[src/rtl/lcd_pkg.sv]
// Shared LCD host-port types: the 9-bit {rs, data} transaction and arbiter states.
package lcd_pkg;

  localparam int unsigned LCD_TXN_W  = 9;
  localparam int unsigned LCD_RS_BIT = 8;

  typedef struct packed {
    logic       rs;
    logic [7:0] data;
  } lcd_txn_t;

  typedef enum logic [0:0] {
    ARB_IDLE   = 1'b0,
    ARB_LOCKED = 1'b1
  } arb_state_e;

endpackage

[src/rtl/lcd_txn_arbiter_if.sv]
// Requester-side and LCD-host-side handshake bundle for the LCD transaction arbiter.
interface lcd_txn_arbiter_if
  import lcd_pkg::*;
#(
  parameter int unsigned N_REQ = 3
);

  logic [N_REQ-1:0]           req_valid;
  logic [N_REQ*LCD_TXN_W-1:0] req_txn;
  logic [N_REQ-1:0]           req_last;
  logic [N_REQ-1:0]           req_ready;
  logic                       host_valid;
  logic                       host_rs;
  logic [7:0]                 host_data;
  logic                       host_ready;

  // master: the arbiter; slave: requesters plus LCD controller host side
  modport master (
    input  req_valid, req_txn, req_last, host_ready,
    output req_ready, host_valid, host_rs, host_data
  );

  modport slave (
    output req_valid, req_txn, req_last, host_ready,
    input  req_ready, host_valid, host_rs, host_data
  );

endinterface

[src/rtl/rr_priority_pick.sv]
// Combinational round-robin pick: first set req bit searching upward from last_grant+1 with wrap.
module rr_priority_pick #(
  parameter int unsigned N = 3
) (
  input  logic [N-1:0]         req,
  input  logic [$clog2(N)-1:0] last_grant,
  output logic [$clog2(N)-1:0] gnt_idx,
  output logic                 any
);

  localparam int unsigned IW = $clog2(N);

  int unsigned idx;

  // Walk offsets from farthest to nearest so the nearest requester wins.
  always_comb begin
    gnt_idx = '0;
    any     = |req;
    idx     = 0;
    for (int unsigned k = N; k >= 1; k--) begin
      idx = (32'(last_grant) + k) % N;
      if (req[IW'(idx)]) begin
        gnt_idx = IW'(idx);
      end
    end
  end

endmodule

[src/rtl/lcd_txn_arbiter.sv]
// Round-robin, packet-locked arbiter sharing the HD44780 host port among N_REQ requesters,
// with a watchdog that releases a lock stalled mid-packet.
module lcd_txn_arbiter
  import lcd_pkg::*;
#(
  parameter int unsigned N_REQ        = 3,
  parameter int unsigned LOCK_TIMEOUT = 50_000_000
) (
  input  logic                     MAX10_CLK1_50,
  input  logic                     rst_n,
  input  logic                     init_done,
  lcd_txn_arbiter_if.master        bus,
  output logic [$clog2(N_REQ)-1:0] grant_id,
  output logic                     busy,
  output logic                     timeout_pulse
);

  localparam int unsigned IW = $clog2(N_REQ);
  localparam int unsigned CW = $clog2(LOCK_TIMEOUT);

  localparam logic [0:0] ST_IDLE   = ARB_IDLE;
  localparam logic [0:0] ST_LOCKED = ARB_LOCKED;

  logic [0:0]    state_q, state_d;
  logic [IW-1:0] grant_q, grant_d;
  logic [IW-1:0] last_grant_q, last_grant_d;
  logic [CW-1:0] wd_cnt_q, wd_cnt_d;
  logic          tmo_q, tmo_d;

  logic [IW-1:0] pick_idx;
  logic          pick_any;

  lcd_txn_t      sel_txn;
  logic          sel_valid;
  logic          sel_last;
  logic          active;

  rr_priority_pick #(
    .N (N_REQ)
  ) u_pick (
    .req        (bus.req_valid),
    .last_grant (last_grant_q),
    .gnt_idx    (pick_idx),
    .any        (pick_any)
  );

  // State register.
  always_ff @(posedge MAX10_CLK1_50 or negedge rst_n) begin
    if (!rst_n) begin
      state_q      <= ST_IDLE;
      grant_q      <= '0;
      last_grant_q <= IW'(N_REQ - 1);
      wd_cnt_q     <= '0;
      tmo_q        <= 1'b0;
    end else begin
      state_q      <= state_d;
      grant_q      <= grant_d;
      last_grant_q <= last_grant_d;
      wd_cnt_q     <= wd_cnt_d;
      tmo_q        <= tmo_d;
    end
  end

  // Next-state, watchdog and pass-through datapath from the granted requester.
  always_comb begin
    state_d        = state_q;
    grant_d        = grant_q;
    last_grant_d   = last_grant_q;
    wd_cnt_d       = wd_cnt_q;
    tmo_d          = 1'b0;
    sel_txn        = '0;
    sel_valid      = 1'b0;
    sel_last       = 1'b0;
    bus.req_ready  = '0;
    bus.host_valid = 1'b0;
    bus.host_rs    = 1'b0;
    bus.host_data  = '0;

    for (int unsigned i = 0; i < N_REQ; i++) begin
      if (grant_q == IW'(i)) begin
        sel_txn   = lcd_txn_t'(bus.req_txn[i*LCD_TXN_W +: LCD_TXN_W]);
        sel_valid = bus.req_valid[i];
        sel_last  = bus.req_last[i];
      end
    end

    // init_done gates the LCD side entirely so nothing moves while the controller initialises.
    active = (state_q == ST_LOCKED) && init_done;
    if (active) begin
      bus.host_valid = sel_valid;
      bus.host_rs    = sel_txn.rs;
      bus.host_data  = sel_txn.data;
      for (int unsigned i = 0; i < N_REQ; i++) begin
        bus.req_ready[i] = (grant_q == IW'(i)) && bus.host_ready;
      end
    end

    case (state_q)
      ST_IDLE: begin
        if (init_done && pick_any) begin
          state_d  = ST_LOCKED;
          grant_d  = pick_idx;
          wd_cnt_d = '0;
        end
      end
      ST_LOCKED: begin
        if (!init_done) begin
          state_d  = ST_IDLE;
          wd_cnt_d = '0;
        end else if (sel_valid) begin
          wd_cnt_d = '0;
          if (bus.host_ready && sel_last) begin
            state_d      = ST_IDLE;
            last_grant_d = grant_q;
          end
        end else if (wd_cnt_q == CW'(LOCK_TIMEOUT - 1)) begin
          state_d      = ST_IDLE;
          last_grant_d = grant_q;
          tmo_d        = 1'b1;
          wd_cnt_d     = '0;
        end else if (wd_cnt_q != '1) begin
          wd_cnt_d = wd_cnt_q + CW'(1);
        end
      end
      default: begin
        state_d = ST_IDLE;
      end
    endcase
  end

  assign grant_id      = grant_q;
  assign busy          = (state_q == ST_LOCKED);
  assign timeout_pulse = tmo_q;

endmodule

[src/flat_wrapper.sv]
// flat-port wrapper written by rule: the top's interface ports become plain ports
module lcd_txn_arbiter_flat import lcd_pkg::*;
#(
  parameter int unsigned N_REQ        = 3,
  parameter int unsigned LOCK_TIMEOUT = 50_000_000
)
  (MAX10_CLK1_50, rst_n, init_done, grant_id, busy, timeout_pulse, bus_req_valid, bus_req_txn, bus_req_last, bus_host_ready, bus_req_ready, bus_host_valid, bus_host_rs, bus_host_data);
  lcd_txn_arbiter_if #(.N_REQ(N_REQ)) bus_i ();
  input  logic MAX10_CLK1_50;
  input  logic rst_n;
  input  logic init_done;
  output logic [$clog2(N_REQ)-1:0] grant_id;
  output logic busy;
  output logic timeout_pulse;
  input wire logic [$bits(bus_i.req_valid)-1:0] bus_req_valid;
  input wire logic [$bits(bus_i.req_txn)-1:0] bus_req_txn;
  input wire logic [$bits(bus_i.req_last)-1:0] bus_req_last;
  input wire logic [$bits(bus_i.host_ready)-1:0] bus_host_ready;
  output wire logic [$bits(bus_i.req_ready)-1:0] bus_req_ready;
  output wire logic [$bits(bus_i.host_valid)-1:0] bus_host_valid;
  output wire logic [$bits(bus_i.host_rs)-1:0] bus_host_rs;
  output wire logic [$bits(bus_i.host_data)-1:0] bus_host_data;
  assign bus_i.req_valid = bus_req_valid;
  assign bus_i.req_txn = bus_req_txn;
  assign bus_i.req_last = bus_req_last;
  assign bus_i.host_ready = bus_host_ready;
  assign bus_req_ready = bus_i.req_ready;
  assign bus_host_valid = bus_i.host_valid;
  assign bus_host_rs = bus_i.host_rs;
  assign bus_host_data = bus_i.host_data;
  lcd_txn_arbiter #(.N_REQ(N_REQ), .LOCK_TIMEOUT(LOCK_TIMEOUT)) u_core (.MAX10_CLK1_50(MAX10_CLK1_50), .rst_n(rst_n), .init_done(init_done), .bus(bus_i), .grant_id(grant_id), .busy(busy), .timeout_pulse(timeout_pulse));
endmodule
[config.mk]
export PLATFORM = sky130hd
export DESIGN_NAME = lcd_txn_arbiter_flat
export DESIGN_NICKNAME = d
export VERILOG_FILES = /design/src/rtl/lcd_pkg.sv /design/src/rtl/lcd_txn_arbiter_if.sv /design/src/rtl/rr_priority_pick.sv /design/src/rtl/lcd_txn_arbiter.sv /design/src/flat_wrapper.sv
export SDC_FILE = /design/constraint.sdc
export NUM_CORES = 1
export LEC_CHECK = 0
export BUFFER_PORTS_ARGS = -buffer_cell sky130_fd_sc_hd__buf_2
export CAP_MARGIN = 20
export CORE_ASPECT_RATIO = 0.6
export CORE_MARGIN = 2
export CORE_UTILIZATION = 54
export CTS_CLUSTER_DIAMETER = 40
export DETAILED_ROUTE_END_ITERATION = 10
export PLACE_DENSITY = 0.86
export SLEW_MARGIN = 30
export SYNTH_ARGS = -nofsm -noshare
export SYNTH_HDL_FRONTEND = slang
export SYNTH_SLANG_ARGS = --single-unit
[constraint.sdc]
create_clock -name MAX10_CLK1_50 -period 3.2 [get_ports MAX10_CLK1_50]
set_clock_uncertainty 0.1 [all_clocks]
set_input_delay 0.48 -clock MAX10_CLK1_50 [delete_from_list [all_inputs] [get_ports MAX10_CLK1_50]]
set_output_delay 0.48 -clock MAX10_CLK1_50 [all_outputs]
set_load 0.05 [all_outputs]
==> summary.txt <==
Outcome
  – Status: complete, no violations

Global routing
  – Largest net degree at the start of global routing: 33
  – Antenna violations before repair: 0
  – Vias in the first global route: approximately 2000
  – First-pass GRT wire length: 9494 um
  – GR Overflow Total: 0
  – Total track usage: a little over a quarter

Synth
  – Count of cell types in the netlist: 46
  – FFs w/ async S/R, synth: 100.0%
  – Synth Warn #: 0
  – EDFF count, synth: 0
  – Synth top area cells: dfrtp_1 33%, mux2i_1 7.8%, nor2_1 5.8%
  – Net Count, Synth: roughly 320
  – Cell taking the most area after synthesis: dfrtp_1
  – Ys flop type: dfrtp_1
  – Average size of a mapped cell: between 8 and 9 sq um
  – Post-synth top area share: between 30% and 40%
  – Gate Count Post-Synth: ~280
  – Register area share after synthesis: between 30% and 40%
  – Yosys reg bits: 32
  – Mapped cell area: ~2300 sq um

Setup path
  – Slowest-stage cell, CP: or4_4
  – Reg2Reg Depth: 7
  – R2R Path End: u_core.wd_cnt_q[0]
  – CP Cell Sequence: ha_1 -> nand2_1 -> or4_4 -> o41ai_4 -> buf_4 -> a21boi_2 -> mux2_2
  – R2R Setup Slk: 0.49 ns
  – Req. time, crit path: 3.28 ns
  – Critical path data arrival time: roughly 2.8 ns
  – Critical setup path kind: reg2reg
  – Setup crit end kind: flip-flop
  – Crit Path Max Fanout: 10
  – Critical Path Start Type: flip-flop
  – Worst R2R Start: u_core.wd_cnt_q[0]
  – CP max stage delay: around 0.56 ns

Min path
  – Min-Delay Path Class: in2async

Detailed routing
  – Via count: approximately 2300
  – First-pass iteration count of the detailed router: 5
  – Drt wl/cell: 15.51 um
  – WL met3: between 400 and 500 um
  – DRT iter0 DRCs: between 200 and 250
  – Vias per cell: 5.891
  – Met2 wire length: 2552 um
  – Antenna Violating Nets Remaining: 0
  – DRC viols: 0
  – Max layer used: met4
  – DRT Wirelength: 6110 um
  – Metal-1 WL: between 2000 and 3000 um

Place
  – Port bufs: 53
  – HPWL after detailed placement: between 4000 and 5000 um
  – Placer Congestion: around 0.91

Timing
  – Period minus WS final: ~2.7 ns
  – Max Transition Viols Final: 0
  – Period utilisation layout: a little over four fifths
  – Slew of the pin with the lowest slew margin: 0.8633 ns
  – Rel. slew slack: approximately 42%
  – Achievable frequency: 369.0 MHz
  – Sum Neg Setup Slack: 0 ns
  – Final Hold Viols: 0
  – RSZ-0062 raised after global routing: false
  – Finish-stage setup viols: 0

Floorplanning
  – Starting density of the core: 56.19%
  – Std-Cell Rows: 18
  – Die area: around 4800 sq um
  – Core ar.: about 4100 sq um
  – Ports: 54
  – Die X: approximately 89 um
  – Chip height: 54.73 um

Clock tree
  – Clock Latency Late Sink: 0.30 ns
  – Num CTS Buffers: 5
  – Post-CTS Hold Fix Bufs: 0
  – CTS root buffer: clkbuf_8
  – Depth of the CTS H-tree: 2
  – Clk slew on worst S/H paths: 0.07 ns
  – Clk sinks: 32
  – Postcts setup bufs: 0
  – CTS tree: done
  – Resized cells post-CTS: 0
  – CTS max path bufs: 2

Pwr
  – Worst vdd rail ir drop: between 0.5 and 0.6 mV
  – Total power: approximately 1700 uW
  – Sw frac: a little over two fifths
  – Pwr/cell area: 619.4 nW/um^2
  – Part of the power in registers: slightly below 30%
  – Internal Pwr Total: 975.8 uW
  – LEAKAGE: around 0.0012 uW
  – Logic pwr share: between 40% and 50%
  – Sw Pwr: between 700 and 800 uW
  – Clock Power Share: 22.7%

Run
  – Max_cap viols: 0

Cells and area
  – Syn-to-layout area delta: 19.88%
  – Nets: 375
  – N_diodes: 0
  – Core Util, Final: roughly two thirds
  – Share of layout cells above drive strength 1: about a quarter
Yosys cell counts, drive strengths merged, types with 2 or more instances:
cell	count
nor3	3
or2	2
o2bb2ai	8
clkbuf	11
ha	5
a21oi	15
o21ai	7
a31oi	3
inv	15
xnor2	2
dfrtp	31
mux2	3
nand4	12
or4b	2
nor2	36
nor2b	3
buf	5
and3	4
nor4	3
a22o	8
mux2i	18
nand2	27
nor3b	2
and2	3
nand2b	2
a22oi	16
nand3	20
cell type report:
cell class | instances | area, sq um
Multi-Input combinational cell | 216 | 1395
Fill cell | 334 | 1345
Sequential cell | 32 | 802.0
Timing Repair Buffer | 63 | 340.3
Tap cell | 60 | 75.07
Clock buffer | 6 | 72.57
Inverter | 15 | 56.30
Clock inverter | 2 | 35.03
how the worst max path moves through the flow:
stage | slack, ns | endpoint | depth (start not counted) | start
2_1_floorplan | 0.13 | bus_req_ready[1] | 3 | u_core.grant_id[0]
3_3_place_gp | 0.63 | u_core.last_grant_q[0] | 5 | u_core.wd_cnt_q[9]
3_5_place_dp | 0.55 | u_core.wd_cnt_q[0] | 7 | u_core.wd_cnt_q[0]
4_1_cts | 0.53 | u_core.wd_cnt_q[0] | 7 | u_core.wd_cnt_q[0]
5_1_grt | 0.37 | u_core.wd_cnt_q[0] | 7 | u_core.wd_cnt_q[0]
6_report | 0.49 | u_core.wd_cnt_q[0] | 7 | u_core.wd_cnt_q[0]
cells by family (layout without fill, tap and decap cells):
family | count (synthesis) | count (layout) | synth area share, %
adder cells (fa/ha/maj) | 5 | 5 | 2.701
multiplexers | 21 | 21 | 9.238
AND/OR/NAND/NOR | 123 | 123 | 26.31
AO/OA/AOI/OAI | 65 | 65 | 20.64
flip-flops | 32 | 32 | 34.63
XOR/XNOR | 2 | 2 | 0.7565
buffers and inverters | 31 | 86 | 5.726
worst max-delay path, delay by kind of cell (launching register included):
family	cells	cell delay (ns)
flops	1	0.42
compound gates	2	0.53
fa+ha+maj	1	0.27
simple gates	2	0.67
buf+inv	1	0.24
mux	1	0.36
power groups by stage:
stage | logic (uW) | registers, uW | clock network [uW]
3_5_place_dp | 809 | 515 | 0
2_1_floorplan | 606 | 529 | 0
3_3_place_gp | 789 | 511 | 0
6_report | 822 | 508 | 390
4_1_cts | 817 | 507 | 397
5_1_grt | 902 | 516 | 412
per-layer routing:
layer  GRT usage [%]  vias up
li1                -     1129
met1           39.55     1077
met2           36.34      101
met3           6.033       14
met4           10.10        0
met5               0        -
state kept, by name, indices dropped and copies added (netlist names):
name,cells
u_core.grant_id,2
u_core.timeout_pulse,1
u_core.last_grant_q,2
u_core.busy,1
u_core.wd_cnt_q,26
placed cells by master (no fill, tap or decap), drive strengths merged, types with 2 or more instances in the layout:
cell	instances
a21oi	15
a22o	8
a22oi	16
a31oi	3
and2	3
and3	4
buf	63
clkbuf	6
dfrtp	31
ha	5
inv	15
mux2	3
mux2i	18
nand2	27
nand2b	2
nand3	20
nand4	12
nor2	36
nor2b	3
nor3	3
nor3b	2
nor4	3
o21ai	7
o2bb2ai	8
or2	2
or4b	2
xnor2	2
per-stage QoR:
stage | setup slack, ns | hold WS (ns) | cells | instance area (sq um)
floorplan | 0.1311 | 0.08441 | 279 | 2316
global placement | 0.6271 | 0.3683 | 386 | 2669
detailed placement | 0.5493 | 0.3700 | 386 | 2669
CTS | 0.5280 | 0.1507 | 394 | 2776
global route | 0.3671 | 0.2018 | 394 | 2776
finish | 0.4901 | 0.1270 | 394 | 2776
(Power assumes the default switching activity.)
